File: src/rtl/processor_pkg.sv
// Shared types for the parametrised multi-cycle processor.
// Opcodes, FSM states and flag bit positions.
package processor_pkg;

  typedef enum logic [3:0] {
    OP_DISP = 4'd0,
    OP_LOAD = 4'd1,
    OP_MOVE = 4'd2,
    OP_ADD  = 4'd3,
    OP_SUB  = 4'd4,
    OP_ADDI = 4'd5,
    OP_AND  = 4'd6,
    OP_OR   = 4'd7,
    OP_XOR  = 4'd8,
    OP_SHL  = 4'd9,
    OP_SHR  = 4'd10
  } opcode_t;

  typedef enum logic [2:0] {
    S_IDLE,
    S_DECODE,
    S_READ,
    S_EXEC,
    S_WAIT_DATA,
    S_WRITEBACK
  } state_t;

  localparam int FLAG_Z = 0;
  localparam int FLAG_C = 1;

  function automatic logic op_legal(
    input logic [3:0] op
  );
    return op <= 4'd10;
  endfunction

  function automatic logic op_sets_flags(
    input logic [3:0] op
  );
    return (op >= 4'd3) && (op <= 4'd10);
  endfunction

endpackage

File: src/rtl/processor_param_alu.sv
// Combinational ALU: add/sub/addi, logic ops and logical shifts.
// Carry is the adder carry, the subtract borrow or the last bit shifted out.
module alu_param
  import processor_pkg::*;
#(
  parameter int DATA_WIDTH = 8,
  parameter int SHAMT_W    = 3
) (
  input  logic [3:0]            op,
  input  logic [DATA_WIDTH-1:0] a,
  input  logic [DATA_WIDTH-1:0] b,
  input  logic [SHAMT_W-1:0]    shamt,
  output logic [DATA_WIDTH-1:0] result,
  output logic                  c,
  output logic                  z
);

  localparam int W = DATA_WIDTH;

  logic [W:0]   wide;
  logic [W-1:0] imm;

  // One extra bit on every path catches carry, borrow or shifted-out bit
  always_comb begin
    imm    = W'(shamt);
    wide   = '0;
    result = a;
    c      = 1'b0;
    case (op)
      OP_ADD: begin
        wide   = {1'b0, a} + {1'b0, b};
        result = wide[W-1:0];
        c      = wide[W];
      end
      OP_SUB: begin
        wide   = {1'b0, a} - {1'b0, b};
        result = wide[W-1:0];
        c      = wide[W];
      end
      OP_ADDI: begin
        wide   = {1'b0, a} + {1'b0, imm};
        result = wide[W-1:0];
        c      = wide[W];
      end
      OP_AND: result = a & b;
      OP_OR:  result = a | b;
      OP_XOR: result = a ^ b;
      OP_SHL: begin
        wide   = {1'b0, a} << shamt;
        result = wide[W-1:0];
        c      = wide[W];
      end
      OP_SHR: begin
        wide   = {a, 1'b0} >> shamt;
        result = wide[W:1];
        c      = wide[0];
      end
      default: result = a;
    endcase
    z = (result == '0);
  end

endmodule

File: src/rtl/processor_param.sv
// Multi-cycle processor: instruction latch, register file and FSM.
// One instruction per start; results commit only in WRITEBACK.
module processor_param
  import processor_pkg::*;
#(
  parameter int DATA_WIDTH = 8,
  parameter int NUM_REGS   = 8,
  parameter int REG_AW     = $clog2(NUM_REGS),
  parameter int INSTR_W    = 4 + 3 * REG_AW
) (
  input  logic                           clock,
  input  logic                           reset,
  input  logic                           start,
  input  logic [INSTR_W-1:0]             machine_code,
  input  logic [DATA_WIDTH-1:0]          dataIN,
  input  logic                           data_enable,
  output logic                           done,
  output logic                           busy,
  output logic                           illegal,
  output logic [1:0]                     flags,
  output logic [DATA_WIDTH-1:0]          disp_out,
  output logic [DATA_WIDTH-1:0]          BUS_global,
  output logic [NUM_REGS*DATA_WIDTH-1:0] reg_test
);

  state_t state;
  state_t state_nx;

  logic [INSTR_W-1:0]    instr;
  logic [3:0]            op;
  logic [REG_AW-1:0]     rd;
  logic [REG_AW-1:0]     rs1;
  logic [REG_AW-1:0]     rs2;

  logic [DATA_WIDTH-1:0] regs [NUM_REGS];
  logic [DATA_WIDTH-1:0] opa;
  logic [DATA_WIDTH-1:0] opb;
  logic [DATA_WIDTH-1:0] res;
  logic [1:0]            cz;

  logic [DATA_WIDTH-1:0] alu_res;
  logic                  alu_c;
  logic                  alu_z;

  logic                  legal;
  logic                  writes_rd;
  logic [DATA_WIDTH-1:0] wb_val;

  assign op  = instr[INSTR_W-1 -: 4];
  assign rd  = instr[3*REG_AW-1 -: REG_AW];
  assign rs1 = instr[2*REG_AW-1 -: REG_AW];
  assign rs2 = instr[REG_AW-1:0];

  assign legal     = op_legal(op);
  assign writes_rd = legal && (op != OP_DISP);

  alu_param #(
    .DATA_WIDTH (DATA_WIDTH),
    .SHAMT_W    (REG_AW)
  ) u_alu (
    .op     (op),
    .a      (opa),
    .b      (opb),
    .shamt  (rs2),
    .result (alu_res),
    .c      (alu_c),
    .z      (alu_z)
  );

  // Value committed in WRITEBACK: DISP shows rs1, others the latched result
  always_comb begin
    wb_val = '0;
    if (legal) begin
      wb_val = (op == OP_DISP) ? opa : res;
    end
  end

  // FSM state register
  always_ff @(posedge clock or negedge reset) begin
    if (!reset) begin
      state <= S_IDLE;
    end else begin
      state <= state_nx;
    end
  end

  // Next-state and status outputs
  always_comb begin
    state_nx   = state;
    done       = 1'b0;
    illegal    = 1'b0;
    busy       = (state != S_IDLE);
    BUS_global = '0;
    unique case (state)
      S_IDLE: begin
        if (start) state_nx = S_DECODE;
      end
      S_DECODE: begin
        unique case (1'b1)
          !legal:          state_nx = S_WRITEBACK;
          (op == OP_LOAD): state_nx = S_WAIT_DATA;
          default:         state_nx = S_READ;
        endcase
      end
      S_READ: begin
        state_nx = (op == OP_DISP) ? S_WRITEBACK : S_EXEC;
      end
      S_EXEC: begin
        state_nx = S_WRITEBACK;
      end
      S_WAIT_DATA: begin
        if (data_enable) state_nx = S_WRITEBACK;
      end
      S_WRITEBACK: begin
        state_nx   = S_IDLE;
        done       = 1'b1;
        illegal    = !legal;
        BUS_global = wb_val;
      end
      default: state_nx = S_IDLE;
    endcase
  end

  // Datapath latches: instruction, operands, result, pending flags
  always_ff @(posedge clock or negedge reset) begin
    if (!reset) begin
      instr    <= '0;
      opa      <= '0;
      opb      <= '0;
      res      <= '0;
      cz       <= '0;
      flags    <= '0;
      disp_out <= '0;
    end else begin
      case (state)
        S_IDLE: begin
          if (start) instr <= machine_code;
        end
        S_READ: begin
          opa <= regs[rs1];
          opb <= regs[rs2];
        end
        S_EXEC: begin
          res        <= alu_res;
          cz[FLAG_C] <= alu_c;
          cz[FLAG_Z] <= alu_z;
        end
        S_WAIT_DATA: begin
          if (data_enable) res <= dataIN;
        end
        S_WRITEBACK: begin
          if (op_sets_flags(op)) flags <= cz;
          if (op == OP_DISP) disp_out <= opa;
        end
        default: ;
      endcase
    end
  end

  // Register file write port
  always_ff @(posedge clock or negedge reset) begin
    if (!reset) begin
      for (int i = 0; i < NUM_REGS; i++) begin
        regs[i] <= '0;
      end
    end else if (state == S_WRITEBACK && writes_rd) begin
      regs[rd] <= wb_val;
    end
  end

  // Flatten register file for observation
  always_comb begin
    reg_test = '0;
    for (int i = 0; i < NUM_REGS; i++) begin
      reg_test[i*DATA_WIDTH +: DATA_WIDTH] = regs[i];
    end
  end

endmodule
File: config.mk
export PLATFORM = sky130hd
export DESIGN_NAME = processor_param
export DESIGN_NICKNAME = d
export VERILOG_FILES = /design/src/rtl/processor_pkg.sv /design/src/rtl/processor_param_alu.sv /design/src/rtl/processor_param.sv
export SDC_FILE = /design/constraint.sdc
export NUM_CORES = 1
export LEC_CHECK = 0
export BUFFER_PORTS_ARGS = -buffer_cell sky130_fd_sc_hd__buf_2
export CAP_MARGIN = 40
export CORE_ASPECT_RATIO = 0.5
export CORE_MARGIN = 2
export CORE_UTILIZATION = 26
export CTS_CLUSTER_DIAMETER = 50
export DETAILED_ROUTE_END_ITERATION = 12
export PLACE_DENSITY = 0.39
export SKIP_LAST_GASP = 1
export SYNTH_ARGS = -nofsm -noshare
export SYNTH_HDL_FRONTEND = slang
export SYNTH_SLANG_ARGS = --single-unit
export TNS_END_PERCENT = 100
File: constraint.sdc
create_clock -name clock -period 4.2 [get_ports clock]
set_input_delay 0.42 -clock clock [delete_from_list [all_inputs] [get_ports clock]]
set_output_delay 0.42 -clock clock [all_outputs]
set_load 0.01 [all_outputs]
After elaboration in Yosys (flattened, before gate mapping)
Index checks and enable logic that the tools add are counted.
{"block": "totals", "in_bits": 25, "rom_bits": 0, "latchBits": 0, "wordCells": 88, "ff_bits": 116, "ramBits": 0, "out_inout_bits": 85, "mem_count": 0}
{"block": "classes", "div_mod_pow": 0, "shift": 2, "mul": 0, "eq_ne": 16, "bitwise": 6, "add_sub_neg": 3, "muxes": 23, "n_lt_le_gt_ge": 6, "reduce_logical": 16}
{"op": "$mux W8", "count": 9}
{"op": "$bwmux W64", "count": 1}
{"op": "$pmux W8 S8", "count": 1}
{"op": "$bmux W8 S3", "count": 2}
{"op": "$demux W8 S3", "count": 1}
{"op": "$eq A4 B3 Y1 const B", "count": 4}
{"op": "$pmux W8 S2", "count": 1}
{"op": "$pmux W3 S5", "count": 1}
{"op": "$eq A4 B4 Y1 const B", "count": 3}
{"op": "$ge A4 B4 Y1 const B", "count": 3}
{"op": "$not A3 Y4", "count": 3}
{"op": "$reduce_and A2 Y1", "count": 5}
{"op": "$add A8 B3 Y9", "count": 1}
{"op": "$add A8 B8 Y9", "count": 1}
{"op": "$mux W3", "count": 3}
{"op": "$shl A8 B3 Y9", "count": 1}
{"op": "$shr A9 B3 Y9", "count": 1}
{"op": "$sub A8 B8 Y9", "count": 1}
{"op": "$and A8 B8 Y8", "count": 1}
{"op": "$logic_not A8 Y1", "count": 1}
{"op": "$or A8 B8 Y8", "count": 1}
{"op": "$xor A8 B8 Y8", "count": 1}
{"op": "$eq A3 B2 Y1 const B", "count": 2}
{"op": "$eq A3 B3 Y1 const B", "count": 2}
{"op": "other kinds (17)", "count": 22}

Logic depth before layout (Yosys ltp)
{"block": "logic_depth", "word_depth": 6, "mapped_depth": 11, "depth_no_buf": 11}

Hierarchy
From an unflattened synthesis, not the netlist that was laid out.
{"block": "unflattened", "cells_unflattened": 693, "area_unflattened_um2": 7830.0}
{"module": "processor_param", "instances": 1, "cells_each": 402, "area_per_inst_um2": 5630.4, "seq_area_each_um2": 2902.8}
{"module": "alu_param", "instances": 1, "cells_each": 291, "area_per_inst_um2": 2199.6, "seq_area_each_um2": 0.0}

Least setup slack after synthesis
Ideal clock, no wire load.
{"block": "synth_timing", "path_type": "flip-flop to flip-flop", "start": "register opa[1]", "end": "register cz[0]", "setup_time_ns": 0.104, "path_slack_ns": 1.463, "path_stages_with_launch": 11, "period_less_slack_ns": 2.737, "n_path_buf": 1, "arrival_time_ns": 2.634, "required_ns": 4.096, "path_cell_list": "dfrtp_1 -> buf_2 -> inv_1 -> fa_1 -> nand2b_1 -> a21oi_1 -> a311oi_1 -> a2111oi_0 -> o211ai_1 -> and2_1 -> o41ai_2"}
{"block": "synth_between", "elab_chain_cells": 3, "word_cells_on_any_way": 10, "classes_between": "3 x add/sub; 2 x shift; 1 x mux; 3 x bitwise; 1 x reduce/logical"}
{"item": "start: declaration", "line_no": "processor_param.sv:36", "source": "logic [DATA_WIDTH-1:0] opa;"}
{"item": "start signal: assignment", "line_no": "processor_param.sv:140", "source": "opa <= regs[rs1];"}
{"item": "$add A8 B3 Y9, or another cell as far along", "line_no": "processor_param_alu.sv:41", "source": "wide = {1'b0, a} + {1'b0, imm};"}
{"item": "$pmux W8 S8 *", "line_no": "processor_param_alu.sv:29", "source": "case (op)"}
{"item": "$logic_not A8 Y1 *", "line_no": "processor_param_alu.sv:60", "source": "z = (result == '0);"}
{"item": "end signal: indexed assignment", "line_no": "processor_param.sv:145", "source": "cz[FLAG_C] <= alu_c;"}
{"item": "end signal: indexed assignment", "line_no": "processor_param.sv:146", "source": "cz[FLAG_Z] <= alu_z;"}
{"item": "end: declaration", "line_no": "processor_param.sv:39", "source": "logic [1:0] cz;"}
Every way passes the cells marked *; elsewhere a longest branch is shown, timed or not.
A chain may end at the register's enable or synchronous reset.

Final worst setup path
{"block": "layout_timing", "start": "register opa[0]", "end": "register cz[0]"}
The elaborated chain is that of the path after synthesis.

==> flow_summary.toml <==
[outcome]
status = "finished clean"

[placed_design]
io_buffer_count = 109
dpl.hpwl_um = 19640
placed_area_mm2 = 0.008822
place_inst = 1172
gp_congestion = 0.8652

[sta]
worst_slew_pin_slew_ps = 918.6
finalMaxSlewViolations = 0
max-slew-margin-rel = 0.3860
hold_viol = 0
period_minus_slack_ps = 3449
fin_crit_sh = 0.8212
finalSetupViolations = 0
fmax_mhz = 289.9
skew_ps = 9.686
rsz0062_at_grt = "no"
fin_setup_tns_ps = 0

[route]
num_vias = 6271
wl_per_cell_um = 22.35
first_pass_iters = 6
drc = 0
ant_nets = 0
drt_wl_total_um = 26890
viasPerCell = 5.213
drt_iter0_markers = 349

[grt]
grt_max_degree = 58
grt_pass1_wl_um = 40070
antenna_found_initial = 0
first_global_vias = 6157
grt_usage = 0.1712
gr-total-overflow = 0

[critical_path]
r2r_end = "cz[0]$_DFFE_PN0N_"
rr_startpoint = "opa[0]$_DFFE_PN0N_"
critPathKind = "reg -> reg"
reg2reg_slack_ps = 750
critPathLaunchType = "flip-flop"
r2r.worst_path.cells = 11
required_ps = 4520
crit_fanout = 10
worstSetupEndpointType = "flip-flop"
worstPathArrival_ps = 3770

[cts]
holdBufCountCts = 0
postCtsSetupRepairBufs = 0
cts_made_buffers = 17
cts_resized = 0
clkSlewWorstSetupHoldPaths_ps = 50
cts.sinks = 116
h-tree-depth = 4
clockBufferDepth = 2
cts.root.buffer_cell = "clkbuf_16"
clk_latency_ps = 430
cts_tree = "yes"

[final_layout]
final_cell_count_no_fill = 1203
diodes = 0
n_fill_cell = 3037
postLayoutCellArea_mm2 = 0.009393
area_delta_synth_final_pct = 19.79
drive_above_1_share = 0.3633
finish.utilization = 0.3201
final_nets = 856

[die]
core_area_mm2 = 0.02934
die_y_um = 126.8
die-area_mm2 = 0.03165
row_count = 44
die_w_um = 249.6
initial_utilization = 0.2672
io_pins = 110

[run]
cap_violations = 0

[power]
power.leakage_nw = 4.294
p_per_area_mw_per_mm2 = 893.0
power_w = 0.008388
ir_drop_uv = 250.2

[synthesis]
syn_nets = 760
synth_edf_count = 0
synth_cell_types = 84
yosysSeqAreaShare = 0.3702
async_reset_ff_frac = 1.000
postSynthCellCount = 704
ys.flop_type = "dfrtp_1"
yosysWarnings = 0
synth_area_mm2 = 0.007841
syn_avg_cell_area_um2 = 11.14
ys_ff_latch = 116

[worst_hold_path]
min_path_type = "in -> async"
==> report_power, final <==
part           internal, W  switching [W]
sequential         0.00156       0.000766
clock             0.000900       0.000549
combinational      0.00204        0.00257
total              0.00450        0.00389
==> cells in the final DEF (no fill, tap or decap), drive strengths merged, types with 16 or more instances in the layout <==
cell type / count
a21oi: 41
inv: 28
dfrtp: 116
nor3: 16
buf: 131
mux4: 38
mux2: 81
nand2: 43
ha: 28
nor2: 43
mux2i: 37
clkbuf: 23
o21ai: 30
==> cells by family (layout without fill, tap and decap cells) <==
family,after synthesis,in the layout,share of synthesized area
simple gates,171,171,0.1232
mux,156,156,0.2765
compound gates,142,142,0.1237
flops,116,116,0.3702
buf+inv,83,191,0.04755
fa+ha+maj,31,31,0.05234
xor+xnor,5,5,0.006544
==> metal layers <==
layer | share of wire | GRT usage
met4 | 0.018 | 0.05599
met5 | 0 | 0
met3 | 0.051 | 0.03530
met1 | 0.48 | 0.2397
met2 | 0.45 | 0.2644
==> synth_stat cells, types with 3 or more instances <==
master / n / area [µm²]
dfrtp_1: 116 / 2903
mux2_2: 70 / 788.3
nand2_1: 42 / 157.7
nor2_1: 42 / 157.7
a21oi_1: 40 / 200.2
mux4_2: 38 / 855.8
mux2i_1: 37 / 370.4
ha_1: 28 / 350.3
inv_1: 27 / 101.4
o21ai_0: 26 / 130.1
clkbuf_1: 22 / 82.58
buf_2: 16 / 80.08
nor3_1: 15 / 75.07
buf_1: 9 / 33.78
a21o_1: 8 / 60.06
a22oi_1: 8 / 60.06
mux2_4: 8 / 120.1
nand3_1: 8 / 40.04
nor2b_1: 8 / 50.05
nand2b_1: 7 / 43.79
and2_1: 6 / 37.54
nand4_1: 5 / 31.28
o31a_1: 5 / 43.79
a31oi_1: 4 / 25.02
buf_6: 4 / 45.04
nor3b_1: 4 / 30.03
o21ai_1: 4 / 20.02
o22ai_1: 4 / 25.02
a211oi_1: 3 / 22.52
and3_1: 3 / 18.77
and4bb_1: 3 / 37.54
buf_4: 3 / 22.52
fa_1: 3 / 60.06
mux2_1: 3 / 33.78
nand3b_1: 3 / 22.52
nand4bb_1: 3 / 33.78
nor4bb_1: 3 / 30.03
o2111a_1: 3 / 33.78
o221ai_1: 3 / 26.28
xnor2_1: 3 / 26.28
==> state kept, by name, indices dropped and copies added (netlist names) <==
register	flops
opb	8
flags	2
state	3
reg_test	64
disp_out	8
cz	2
opa	8
instr	13
res	8
==> stage by stage <==
stage	hold WS [ps]	setup slack (ps)
floorplan	124.4	1463
global placement	463.0	910.2
detailed placement	470.2	877.2
CTS	98.35	872.7
global route	135.0	619.3
finish	68.98	750.8
==> worst max path at each step <==
stage                         to  depth (start not counted)               start  slack (ps)
2_1_floorplan  cz[0]$_DFFE_PN0N_                         10  opa[1]$_DFFE_PN0N_        1460
3_5_place_dp   cz[0]$_DFFE_PN0N_                         11  opa[0]$_DFFE_PN0N_         880
3_3_place_gp   cz[0]$_DFFE_PN0N_                         11  opa[0]$_DFFE_PN0N_         910
4_1_cts        cz[0]$_DFFE_PN0N_                         11  opa[0]$_DFFE_PN0N_         870
5_1_grt        cz[0]$_DFFE_PN0N_                         11  opa[0]$_DFFE_PN0N_         620
6_report       cz[0]$_DFFE_PN0N_                         11  opa[0]$_DFFE_PN0N_         750
==> layout make-up <==
class	count	area, µm²	share of cell area
Timing Repair Buffer	131	740.7	0.07886
Sequential cell	116	2904	0.3092
Tap cell	391	489.2	0.05208
Clock inverter	8	102.6	0.01092
Inverter	29	108.9	0.01159
Clock buffer	23	467.9	0.04982
Multi-Input combinational cell	505	4579	0.4875
==> critical path, stage by stage, from the launching register on <==
cell	delay [ps]
dfrtp_1	490
inv_1	150
ha_1	210
inv_1	60
fa_1	400
nor3b_1	180
o31ai_1	450
a211oi_1	150
a2111oi_0	490
o211ai_1	220
and2_1	220
o41ai_2	310
(Power assumes the default switching activity.)
